`config.mk`:
```
export PLATFORM = sky130hd
export DESIGN_NAME = fwperiph_dma_dbg_trace
export DESIGN_NICKNAME = d
export VERILOG_FILES = /design/src/rtl/fwperiph_dma_dbg_pkg.sv /design/src/rtl/fwperiph_dma_dbg_fifo.sv /design/src/rtl/fwperiph_dma_dbg_trace.sv
export SDC_FILE = /design/constraint.sdc
export NUM_CORES = 1
export LEC_CHECK = 0
export ABC_CLOCK_PERIOD_IN_PS = 15490
export CAP_MARGIN = 20
export CORE_MARGIN = 1.5
export CORE_UTILIZATION = 65
export DETAILED_ROUTE_END_ITERATION = 7
export GPL_TIMING_DRIVEN = 0
export HOLD_SLACK_MARGIN = 0.06
export MAX_ROUTING_LAYER = met4
export PLACE_DENSITY = 0.95
export SYNTH_ARGS = -nofsm -noshare
export SYNTH_HDL_FRONTEND = slang
export SYNTH_SLANG_ARGS = --single-unit
```
`constraint.sdc`:
```
create_clock -name clock -period 15.49 [get_ports clock]
set_input_delay 1.549 -clock clock [delete_from_list [all_inputs] [get_ports clock]]
set_output_delay 1.549 -clock clock [all_outputs]
set_load 0.01 [all_outputs]
```
`src/rtl/fwperiph_dma_dbg_pkg.sv`:
```
// Shared types and constants for the DMA debug trace capture block.
// Includes the FSM encoding, trace entry layout and channel-enable helper.
package fwperiph_dma_dbg_pkg;

    localparam int ADR_W   = 32;
    localparam int DAT_W   = 32;
    localparam int CH_W    = 5;
    localparam int ENTRY_W = ADR_W + DAT_W + CH_W;

    typedef enum logic [1:0] {
        DBG_IDLE    = 2'd0,
        DBG_ARMED   = 2'd1,
        DBG_CAPTURE = 2'd2,
        DBG_DONE    = 2'd3
    } dbg_state_e;

    typedef struct packed {
        logic [ADR_W-1:0] adr;
        logic [DAT_W-1:0] dat;
        logic [CH_W-1:0]  ch;
    } dbg_entry_t;

    // Out-of-range channel numbers never capture, even though the padded mask bit exists.
    function automatic logic ch_enabled(input logic [31:0] mask,
                                        input logic [CH_W-1:0] ch,
                                        input int unsigned count);
        return (32'(ch) < count) && mask[ch];
    endfunction

endpackage

```
`src/rtl/fwperiph_dma_dbg_fifo.sv`:
```
// Show-ahead circular buffer with flush; the head entry is read asynchronously.
// A push into a full buffer is accepted only when a pop frees a slot in the same cycle.
module fwperiph_dma_dbg_fifo
    import fwperiph_dma_dbg_pkg::*;
#(
    parameter int unsigned DEPTH = 16,
    parameter int unsigned WIDTH = ENTRY_W
) (
    input  logic                     clock,
    input  logic                     reset,
    input  logic                     flush_i,
    input  logic                     push_i,
    input  logic                     pop_i,
    input  logic [WIDTH-1:0]         wdata_i,
    output logic [WIDTH-1:0]         rdata_o,
    output logic [$clog2(DEPTH):0]   level_o,
    output logic                     full_o,
    output logic                     empty_o
);
    localparam int PTR_W = $clog2(DEPTH);
    localparam int LVL_W = PTR_W + 1;

    logic [WIDTH-1:0] mem_q [DEPTH];
    logic [PTR_W-1:0] wr_ptr_q, wr_ptr_d;
    logic [PTR_W-1:0] rd_ptr_q, rd_ptr_d;
    logic [LVL_W-1:0] level_q, level_d;
    logic             push_ok_s, pop_ok_s;

    assign full_o    = (level_q == LVL_W'(DEPTH));
    assign empty_o   = (level_q == LVL_W'(0));
    assign pop_ok_s  = pop_i && !empty_o && !flush_i;
    assign push_ok_s = push_i && (!full_o || pop_ok_s) && !flush_i;
    assign rdata_o   = mem_q[rd_ptr_q];
    assign level_o   = level_q;

    // Next-state for pointers and occupancy; pointers wrap naturally at the power-of-two depth.
    always_comb begin
        wr_ptr_d = wr_ptr_q;
        rd_ptr_d = rd_ptr_q;
        level_d  = level_q;
        if (flush_i) begin
            wr_ptr_d = PTR_W'(0);
            rd_ptr_d = PTR_W'(0);
            level_d  = LVL_W'(0);
        end else begin
            if (push_ok_s) begin
                wr_ptr_d = wr_ptr_q + PTR_W'(1);
            end else begin
                wr_ptr_d = wr_ptr_q;
            end
            if (pop_ok_s) begin
                rd_ptr_d = rd_ptr_q + PTR_W'(1);
            end else begin
                rd_ptr_d = rd_ptr_q;
            end
            case ({push_ok_s, pop_ok_s})
                2'b10:   level_d = level_q + LVL_W'(1);
                2'b01:   level_d = level_q - LVL_W'(1);
                default: level_d = level_q;
            endcase
        end
    end

    // Pointer and occupancy registers.
    always_ff @(posedge clock or posedge reset) begin
        if (reset) begin
            wr_ptr_q <= PTR_W'(0);
            rd_ptr_q <= PTR_W'(0);
            level_q  <= LVL_W'(0);
        end else begin
            wr_ptr_q <= wr_ptr_d;
            rd_ptr_q <= rd_ptr_d;
            level_q  <= level_d;
        end
    end

    // Entry storage; contents are don't-care until written.
    always_ff @(posedge clock) begin
        if (push_ok_s) begin
            mem_q[wr_ptr_q] <= wdata_i;
        end
    end

endmodule

```
`src/rtl/fwperiph_dma_dbg_trace.sv`:
```
// DMA debug trace capture: qualifies write-tap events inside one busy window per arm
// and queues them for a valid/ready reader, counting events lost to a full buffer.
module fwperiph_dma_dbg_trace
    import fwperiph_dma_dbg_pkg::*;
#(
    parameter int unsigned ch_count = 1,
    parameter int unsigned depth    = 16,
    parameter int unsigned cnt_w    = 16
) (
    input  logic                    clock,
    input  logic                    reset,
    input  logic [ADR_W-1:0]        adr,
    input  logic [DAT_W-1:0]        dat_w,
    input  logic [31:0]             we,
    input  logic [CH_W-1:0]         ch_sel,
    input  logic                    dma_busy,
    input  logic                    arm,
    input  logic                    clr,
    input  logic [ch_count-1:0]     ch_mask,
    output logic                    rd_valid,
    input  logic                    rd_ready,
    output logic [ADR_W-1:0]        rd_adr,
    output logic [DAT_W-1:0]        rd_dat,
    output logic [CH_W-1:0]         rd_ch,
    output logic [1:0]              state,
    output logic                    overflow,
    output logic [cnt_w-1:0]        drop_cnt,
    output logic [$clog2(depth):0]  level
);
    dbg_state_e     state_q, state_d;
    logic           overflow_q, overflow_d;
    logic [cnt_w-1:0] drop_cnt_q, drop_cnt_d;
    logic [31:0]    mask_ext_s;
    logic           qual_s, pop_s, drop_s, full_s, empty_s;
    dbg_entry_t     wr_entry_s, head_s;

    assign mask_ext_s = 32'(ch_mask);
    assign qual_s = (we != 32'd0) && ch_enabled(mask_ext_s, ch_sel, ch_count) &&
                    ((state_q == DBG_CAPTURE) || ((state_q == DBG_ARMED) && dma_busy));
    assign pop_s  = !empty_s && rd_ready && !clr;
    assign drop_s = qual_s && full_s && !pop_s && !clr;
    assign wr_entry_s = '{adr: adr, dat: dat_w, ch: ch_sel};

    fwperiph_dma_dbg_fifo #(
        .DEPTH (depth),
        .WIDTH (ENTRY_W)
    ) u_fifo (
        .clock   (clock),
        .reset   (reset),
        .flush_i (clr),
        .push_i  (qual_s),
        .pop_i   (pop_s),
        .wdata_i (wr_entry_s),
        .rdata_o (head_s),
        .level_o (level),
        .full_o  (full_s),
        .empty_o (empty_s)
    );

    // Head fields are forced to zero while nothing is queued so stale storage never shows.
    assign rd_valid = !empty_s;
    assign rd_adr   = rd_valid ? head_s.adr : 32'd0;
    assign rd_dat   = rd_valid ? head_s.dat : 32'd0;
    assign rd_ch    = rd_valid ? head_s.ch  : 5'd0;
    assign state    = state_q;
    assign overflow = overflow_q;
    assign drop_cnt = drop_cnt_q;

    // Capture session FSM and drop accounting next-state; clr overrides everything.
    always_comb begin
        state_d    = state_q;
        overflow_d = overflow_q;
        drop_cnt_d = drop_cnt_q;
        if (clr) begin
            state_d    = DBG_IDLE;
            overflow_d = 1'b0;
            drop_cnt_d = '0;
        end else begin
            case (state_q)
                DBG_IDLE:    state_d = arm      ? DBG_ARMED   : DBG_IDLE;
                DBG_ARMED:   state_d = dma_busy ? DBG_CAPTURE : DBG_ARMED;
                DBG_CAPTURE: state_d = dma_busy ? DBG_CAPTURE : DBG_DONE;
                DBG_DONE:    state_d = arm      ? DBG_ARMED   : DBG_DONE;
                default:     state_d = DBG_IDLE;
            endcase
            if (drop_s) begin
                overflow_d = 1'b1;
                drop_cnt_d = (drop_cnt_q == {cnt_w{1'b1}}) ? drop_cnt_q
                                                           : drop_cnt_q + cnt_w'(1);
            end else begin
                overflow_d = overflow_q;
                drop_cnt_d = drop_cnt_q;
            end
        end
    end

    // State and sticky status registers.
    always_ff @(posedge clock or posedge reset) begin
        if (reset) begin
            state_q    <= DBG_IDLE;
            overflow_q <= 1'b0;
            drop_cnt_q <= '0;
        end else begin
            state_q    <= state_d;
            overflow_q <= overflow_d;
            drop_cnt_q <= drop_cnt_d;
        end
    end

endmodule

```
# [After elaboration in Yosys (flattened, before gate mapping)]
# Memories as Yosys holds them, arrays and structs flattened.
# Index checks and enable logic that the tools add are counted.
# W data, S select, Z words.
[op_classes] n_addsub=5 n_mul=0 div=0 order_cmp=2 eq_ne=8 shift=0 mux=24 bitwise_logic=0 reduce_logical=27
[ops] cell="$mux W32" count=2
[ops] cell="$mux W16" count=3
[ops] cell="$reduce_bool A32 Y1" count=1
[ops] cell="$add A16 B1 Y16 const B" count=1
[ops] cell="$eq A16 B16 Y1 const B" count=1
[ops] cell="$mux W4" count=4
[ops] cell="$logic_and A1 B1 Y1" count=13
[ops] cell="$mux W5" count=2
[ops] cell="$pmux W5 S2" count=1
[ops] cell="$add A4 B1 Y4 const B" count=2
[ops] cell="$pmux W2 S4" count=1
[ops] cell="$mux W1" count=7
[ops] cell="$eq A2 B2 Y1 const B" count=3
[ops] cell="$lt A5 B6 Y1 const B" count=1
[ops] cell="$mux W2" count=3
[ops] cell="$reduce_bool A2 Y1" count=3
[ops] cell="$add A5 B1 Y5 const B" count=1
[ops] cell="$bmux W1 S5" count=1
[ops] cell="$eq A5 B5 Y1 const B" count=1
[ops] cell="$logic_not A5 Y1" count=1
[ops] cell="$lt A5 B1 Y1 const B" count=1
[ops] cell="$sub A5 B1 Y5 const B" count=1
[ops] cell="$eq A2 B1 Y1 const B" count=2
[ops] cell="$logic_not A1 Y1" count=4
[ops] cell="other kinds (5)" count=6
[word_totals] reg_bits=32 latch_bits=0 mem_bits_rw=1104 rom_bits=0 inputBits=108 out_inout_bits=94 elab_cells=73 n_memories=1
[memory_table] name="u_fifo.mem_q" words=16 width=69 rd=1 rd_clocked_by_memory_dff=0 write_ports=1 line="fwperiph_dma_dbg_fifo.sv:23" source="logic [WIDTH-1:0] mem_q [DEPTH];"

# [Longest topological paths before layout]
# Gate-level depths: netlist of run 1.
[depth] depth_word=12 depth_mapped=11 ltp_nobuf=11

# [Hierarchy]
# From an unflattened synthesis of run 1, not the netlist that was laid out.
[unflattened] cells_unflattened=2012 hier_area_um2=43915.9
[modules_own_cells] module="fwperiph_dma_dbg_fifo" instances=1 cells_each=1804 area_each_um2=42241.8 seq_area_each_um2=33477.1
[modules_own_cells] module="fwperiph_dma_dbg_trace" instances=1 cells_each=208 area_each_um2=1674.1 seq_area_each_um2=475.5

# [Worst setup path before layout of run 1]
# OpenSTA, ideal clock, no wires.
[synth_timing] kind="input-to-reg" from="input port ch_sel[1]" to="memory u_fifo.mem_q[15][0] (netlist bit), enable pin" setup_ns=0.504 arrival_ns=5.782 required_ns=14.986 setup_slack_ns=9.204 cell_stages=4 path_buffers=0 path_cell_list="or4b_1 a2111oi_1 o2111ai_1 nor2b_1"
[synth_between] elab_chain_len=9 elab_cells_between_ends=10 classes_between="order compare (1); mux (4); reduce/logical (5)"
[synth_lines] item="start, declared" line="fwperiph_dma_dbg_trace.sv:15" source="input logic [CH_W-1:0] ch_sel,"
[synth_lines] item="$bmux W1 S5" line="fwperiph_dma_dbg_pkg.sv:27" source="return (32'(ch) < count) && mask[ch];"
[synth_lines] item="$mux W1 (not written as such)" line="fwperiph_dma_dbg_pkg.sv:27"
[synth_lines] item="$logic_and A1 B1 Y1 *" line="fwperiph_dma_dbg_pkg.sv:27"
[synth_lines] item="$logic_and A1 B1 Y1 * (2 in series)" line="fwperiph_dma_dbg_trace.sv:38" source="assign qual_s = (we != 32'd0) && ch_enabled(mask_ext_s, ch_sel, ch_count) &&"
[synth_lines] item="$logic_and A1 B1 Y1 * (2 in series)" line="fwperiph_dma_dbg_fifo.sv:32" source="assign push_ok_s = push_i && (!full_o || pop_ok_s) && !flush_i;"
[synth_lines] item="$mux W1 *" line="fwperiph_dma_dbg_fifo.sv:79" source="if (push_ok_s) begin"
[synth_lines] item="$mux W1 (not written as such) *" line="fwperiph_dma_dbg_fifo.sv:80" source="mem_q[wr_ptr_q] <= wdata_i;"
[synth_lines] item="end, declared" line="fwperiph_dma_dbg_fifo.sv:23"
# Mark *: on every way between the ends. The rest lies on a longest branch, timed or not. The select of a mux whose other input is x is not followed.

# [Worst setup path after layout of run 1]
[layout_timing] from="register u_fifo.rd_ptr_q[1]" to="output port rd_dat[26]"
[layout_between] elab_chain_len=2
[layout_lines] item="start, declared" line="fwperiph_dma_dbg_fifo.sv:25" source="logic [PTR_W-1:0] rd_ptr_q, rd_ptr_d;"
[layout_lines] item="start signal, assigned" line="fwperiph_dma_dbg_fifo.sv:72" source="rd_ptr_q <= rd_ptr_d;"
[layout_lines] item="$mem_v2 Z16 W69"
[layout_lines] item="$mux W32" line="fwperiph_dma_dbg_trace.sv:63" source="assign rd_dat = rd_valid ? head_s.dat : 32'd0;"
[layout_lines] item="end, declared" line="fwperiph_dma_dbg_trace.sv:23" source="output logic [DAT_W-1:0] rd_dat,"
# No other way between the ends.

==> impl_metrics.toml, run 1 <==
[power]
sequentialPowerShare = 0.451
peakVddDrop_mv = 0.103
cellLeakagePower_nw = 15.7
switchingPower_mw = 1.99
pwr-share-comb = 0.208
p_sw_frac = 0.265
clockPowerShare = 0.341
p_int_mw = 5.51
power_density_mw_per_mm2 = 147
power_mw = 7.50

[drt]
viasPerCell = 7.74
vias = 24500
wl_per_cell_um = 41.8
drt_iter0_markers = 4323
drt_wl_total_um = 132000
drc = 0
drt.antenna.violating_nets = 0
firstDrtPassIters = 5

[die]
dieArea_mm2 = 0.0692
coreArea_mm2 = 0.0670
dieHeight_um = 263
rows = 95
io_pins = 202
die_w_um = 263
initial_core_util = 0.655

[clocking]
clock_latency_ns = 0.70
post_cts.repair.setup_buffers = 0
path_clk_slew_ns = 0.06
clkSinkCount = 1136
h-tree-depth = 3
cts.repair.resized = 0
hold_buffers = 0
clock-root-buffer = "clkbuf_16"
cts_buffers = 103
clock_path_buffers = 3
tritoncts = "built"

[worst_setup_path]
cp-start-kind = "register"
critPathKind = "register to output port"
cp.arrival_ns = 5.17
startpoint = "u_fifo.rd_ptr_q[1]"
crit_fanout = 10
reg2reg_from = "state[0]"
crit_required_ns = 13.94
end_kind = "output port"

[logic_synthesis]
synth_edf_count = 1104
async_reset_ff_frac = 0.0282
synth_ff_type = "edfxtp_1"
synth.cell_area_mm2 = 0.0439
yosysUniqueCellTypes = 45
synth.ff_latch_count = 1136
ys_seq_area_frac = 0.773
synthesis.nets = 1975
yosys_warnings = 0
postSynthAreaPerCell_um2 = 23.7
syn-instance-count = 1857

[placed_design]
dpl.hpwl_um = 67400
place.gp.congestion = 0.831
portBuffers = 201

[timing]
tightest_slew_ns = 1.22
period_minus_slack_ns = 6.72
fin_skew_ns = 0.0245
rsz0062_at_grt = "false"
tns_ns = 0
maxSlewHeadroom = 0.188
max_freq_mhz = 149
hold_violations = 0
finalSetupViolations = 0
fin_crit_sh = 0.434
maxSlewViolCount = 0

[global_route]
grt_overflow = 0
track_usage = 0.387
grt_pass1_vias = 24600
grt_pass1_wl_um = 181000
grt_max_degree = 50
antenna_found_initial = 11

[layout]
layout-drive-gt1-share = 0.247
layout.nets = 2312
fill_cells = 3123
ff_latch_area_mm2 = 0.0340
syn_to_final_growth_pct = 16.3
multiInputGateArea_mm2 = 0.00964

[worst_hold_path]
hp-class = "register to register"
hp-start = "overflow"

[run]
maxCapViolations = 0

[outcome]
status = "finished, final reports clean"
cells in the final DEF, fill, tap and decap left out, types with 7 or more instances in the layout:
cell type | synthesis | layout
mux2_2 | 11 | 11
nor4_1 | 13 | 13
clkbuf_1 | 57 | 72
and2_1 | 70 | 70
buf_1 | 14 | 14
edfxtp_1 | 1104 | 1104
nor2_1 | 24 | 24
nor2b_1 | 19 | 16
and3_4 | 0 | 13
o21ai_0 | 10 | 10
ha_1 | 9 | 9
inv_1 | 9 | 9
clkinv_1 | 0 | 35
nand3_1 | 9 | 9
clkinv_2 | 0 | 15
buf_8 | 0 | 8
or4_1 | 7 | 7
clkbuf_16 | 0 | 108
a21oi_1 | 12 | 12
bufinv_16 | 0 | 7
nand2_1 | 15 | 15
nand4_1 | 7 | 7
diode_2 | 0 | 15
buf_2 | 23 | 23
dfrtp_1 | 32 | 32
clkdlybuf4s50_1 | 0 | 201
buf_12 | 0 | 7
mux4_2 | 345 | 345
buf_16 | 0 | 16
state kept, by name, summed over array words and instances (netlist names):
signal,count
drop_cnt,16
overflow,1
state,2
u_fifo.level_o,5
u_fifo.mem_q,1104
u_fifo.rd_ptr_q,4
u_fifo.wr_ptr_q,4
power by group through the flow:
| stage | logic [mW] | clock network (mW) | registers [mW] |
|---|---|---|---|
| CTS | 1.53 | 2.52 | 3.38 |
| detailed placement | 1.47 | 0 | 3.45 |
| finish | 1.56 | 2.56 | 3.38 |
| global route | 1.61 | 2.65 | 3.38 |
| global placement | 1.38 | 0 | 3.44 |
| floorplan | 0.874 | 0 | 3.45 |
through the flow:
| step | area (µm²) | std cells | hold slack, ns | setup WS [ns] | utilization |
|---|---|---|---|---|---|
| 3_5_place_dp | 47700 | 2955 | 0.517 | 9.36 | 0.712 |
| 5_1_grt | 51100 | 3158 | 0.561 | 8.86 | 0.762 |
| 6_report | 51100 | 3161 | 0.529 | 8.77 | 0.762 |
| 2_1_floorplan | 43900 | 1857 | 0.544 | 9.20 | - |
| 4_1_cts | 50900 | 3139 | 0.531 | 8.88 | 0.760 |
| 3_3_place_gp | 47000 | 2931 | 0.512 | 4.67 | 0.702 |
critical path: stages (launching register included):
cell	delay [ns]
dfrtp_1	0.38
clkbuf_1	0.73
clkbuf_1	0.85
clkbuf_1	0.79
mux4_2	0.45
mux4_2	0.52
and2_1	0.23
clkdlybuf4s50_1	0.51
Yosys cell counts (2+ instances only):
cell / number / area share
edfxtp_1: 1104 / 0.75
mux4_2: 345 / 0.18
and2_1: 70 / 0.010
clkbuf_1: 57 / 0.0049
dfrtp_1: 32 / 0.018
nor2_1: 24 / 0.0021
buf_2: 23 / 0.0026
nor2b_1: 19 / 0.0027
nand2_1: 15 / 0.0013
and3_1: 14 / 0.0020
buf_1: 14 / 0.0012
nor4_1: 13 / 0.0019
a21oi_1: 12 / 0.0014
mux2_2: 11 / 0.0028
o21ai_0: 10 / 0.0011
ha_1: 9 / 0.0026
inv_1: 9 / 0.00077
nand3_1: 9 / 0.0010
nand4_1: 7 / 0.0010
or4_1: 7 / 0.0012
and4_1: 6 / 0.0012
nor3_1: 6 / 0.00068
or3_1: 6 / 0.00085
xor2_1: 5 / 0.0010
nand2b_1: 3 / 0.00043
nor3b_1: 3 / 0.00051
a2111o_1: 2 / 0.00051
a21o_1: 2 / 0.00034
mux2i_1: 2 / 0.00046
nand3b_1: 2 / 0.00034
o211ai_1: 2 / 0.00034
final timing paths:
| kind | depth (start not counted) | to | slack [ns] |
|---|---|---|---|
| worst min-delay path | 2 | overflow | 0.53 |
| worst min register to register | 2 | overflow | 0.53 |
| min in group asynchronous | 2 | u_fifo.rd_ptr_q[0] | 1.31 |
| worst max register to register | 6 | u_fifo.mem_q[5][67] | 11.35 |
| worst max-delay path | 7 | rd_dat[26] | 8.77 |
| max in group asynchronous | 3 | drop_cnt[5] | 13.63 |
routing by layer:
layer / share of wire / track usage / up-vias
li1: - / - / 8625
met1: 0.31 / 0.482 / 12300
met2: 0.50 / 0.607 / 2926
met3: 0.13 / 0.0848 / 588
met4: 0.060 / 0.203 / 0
met5: 0 / - / -
cell families (layout without fill, tap and decap cells):
| logic type | Yosys count | after routing | share of synthesized area |
|---|---|---|---|
| flip-flops | 1136 | 1136 | 0.773 |
| multiplexers | 359 | 359 | 0.180 |
| AND/OR/NAND/NOR | 206 | 206 | 0.0275 |
| buffers and inverters | 104 | 520 | 0.00971 |
| AO/OA/AOI/OAI | 36 | 36 | 0.00524 |
| adder cells (fa/ha/maj) | 10 | 10 | 0.00302 |
| XOR/XNOR | 6 | 6 | 0.00120 |
| other | 0 | 15 | 0 |
cell type report:
class | count | area share
antenna | 15 | 0.000735
buffer | 95 | 0.00769
clock buffer | 123 | 0.0540
clock inverter | 61 | 0.00894
inverter | 9 | 0.000661
multi-input combinational | 617 | 0.189
sequential | 1136 | 0.665
tap | 873 | 0.0214
timing repair buffer | 232 | 0.0531
Note: power is estimated with default switching activity, not from simulation.
==> inputs of run 2 (changes only) <==
Settings changed: ABC_CLOCK_PERIOD_IN_PS 15490 to 6150, CORE_UTILIZATION 65 to 54, PLACE_DENSITY 0.95 to 0.86.
Clock period 15.49 ns to 6.15 ns, I/O delays scaled along.
==> impl_metrics.toml, run 2 (synthesized netlist as in run 1, its figures left out) <==
[die]
rows = 104
initial_core_util = 0.545
io_pins = 202
dieArea_mm2 = 0.0831
coreArea_mm2 = 0.0805
dieHeight_um = 288
die_w_um = 288

[placed_design]
place.gp.congestion = 0.799
portBuffers = 201
placed_area_mm2 = 0.0479
place_inst = 3142
dpl.hpwl_um = 65300

[worst_setup_path]
crit_fanout = 10
rr_worst_depth = 6
crit_path_cell_trace = "clkbuf_1 -> clkbuf_1 -> clkbuf_1 -> mux4_2 -> mux4_2 -> and2_1 -> clkdlybuf4s50_1"
cp.arrival_ns = 5.14
critPathMaxStageDelay_ns = 0.79
cp-start-kind = "register"
crit_required_ns = 5.53
end_kind = "output port"
critPathKind = "register to output port"
critPathSlowestCell = "clkbuf_1"
crit_path_frequent_cell = "clkbuf_1"

[drt]
firstDrtPassIters = 8
drt_wl_total_um = 129000
vias = 23700
drt.antenna.violating_nets = 0
viasPerCell = 7.05
wl_per_cell_um = 38.5
drc = 0
drt_iter0_markers = 3505

[clocking]
cts.repair.resized = 0
clkSinkCount = 1136
clock_path_buffers = 3
clock_latency_ns = 0.68
tritoncts = "built"
cts_buffers = 104
path_clk_slew_ns = 0.07
h-tree-depth = 3
post_cts.repair.setup_buffers = 0
hold_buffers = 0
clock-root-buffer = "clkbuf_16"

[layout]
fin_cells = 3363
regMostFlops = "u_fifo.mem_q"
layout_common_cells = "edfxtp_1 (1104), mux4_2 (345), clkdlybuf4s50_1 (201)"
ff_latch_area_mm2 = 0.0340
multiInputGateArea_mm2 = 0.00964
final_area_mm2 = 0.0516
layout-drive-gt1-share = 0.256
layout.nets = 2316
largest_reg_flops = 1104
layout_commonest_cell = "edfxtp_1"
syn_to_final_growth_pct = 17.5
fill_cells = 4732

[timing]
max_freq_mhz = 174
tightest_slew_ns = 1.15
hold_violations = 0
fin_skew_ns = 0.0329
maxSlewHeadroom = 0.231
finalSetupViolations = 0
maxSlewViolCount = 0
fin_crit_sh = 0.936
period_minus_slack_ns = 5.75
rsz0062_at_grt = "false"

[global_route]
track_usage = 0.307
grt_pass1_vias = 23600
grt_max_degree = 49
antenna_found_initial = 17
grt_pass1_wl_um = 173000
grt_overflow = 0

[run]
maxCapViolations = 0

[power]
power_density_mw_per_mm2 = 373
power_mw = 19.3
cellLeakagePower_nw = 15.8
peakVddDrop_mv = 0.217

[worst_hold_path]
hp-class = "input port to async pin"

[outcome]
status = "finished, final reports clean"
-- run 2: power breakdown --
group / total (mW) / internal (mW) / switching (mW)
logic: 3.93 / 1.92 / 2.00
clock network: 6.84 / 3.82 / 3.02
registers: 8.51 / 8.49 / 0.0172
-- run 2: final timing paths --
check / from / end / slack, ns
worst min register to register: overflow / overflow / 0.52
max in group asynchronous: reset / u_fifo.wr_ptr_q[0] / 5.35
min in group clock: overflow / overflow / 0.52
worst max-delay path: u_fifo.rd_ptr_q[1] / rd_dat[26] / 0.40
worst min-delay path: reset / u_fifo.rd_ptr_q[2] / 0.29
worst max register to register: state[0] / u_fifo.mem_q[5][59] / 2.40
-- run 2: layout make-up --
cell class | count | area share
clock inverters | 62 | 0.0131
clock buffers | 133 | 0.0544
multi-input cells | 617 | 0.187
well taps | 1060 | 0.0257
plain buffers | 95 | 0.00761
flip-flops and latches | 1136 | 0.658
inverters | 9 | 0.000655
repair buffers | 235 | 0.0532
diodes | 16 | 0.000776
-- run 2: layer usage --
| metal | wire length, µm | part of all wire | GRT usage |
|---|---|---|---|
| met3 | 14800 | 0.11 | 0.0583 |
| met4 | 6040 | 0.047 | 0.140 |
| met1 | 42000 | 0.32 | 0.374 |
| met2 | 66600 | 0.51 | 0.503 |
| met5 | 0 | 0 | - |
-- run 2: critical path, delay by kind of cell (launching register included) --
family | cells | cell delay (ns)
buf+inv | 4 | 2.84
flops | 1 | 0.37
mux | 2 | 1.06
simple gates | 1 | 0.20
-- run 2: per-stage QoR --
step | hold slack [ns] | setup WS, ns | setup TNS, ns | util
after global routing | 0.311 | 0.438 | 0 | 0.641
final | 0.285 | 0.396 | 0 | 0.641
after CTS | 0.284 | 0.518 | 0 | 0.638
after floorplan | 0.544 | 0.798 | 0 | -
after detailed placement | 0.519 | 1.05 | 0 | 0.595
after global placement | 0.527 | -4.03 | -1671.20 | 0.587
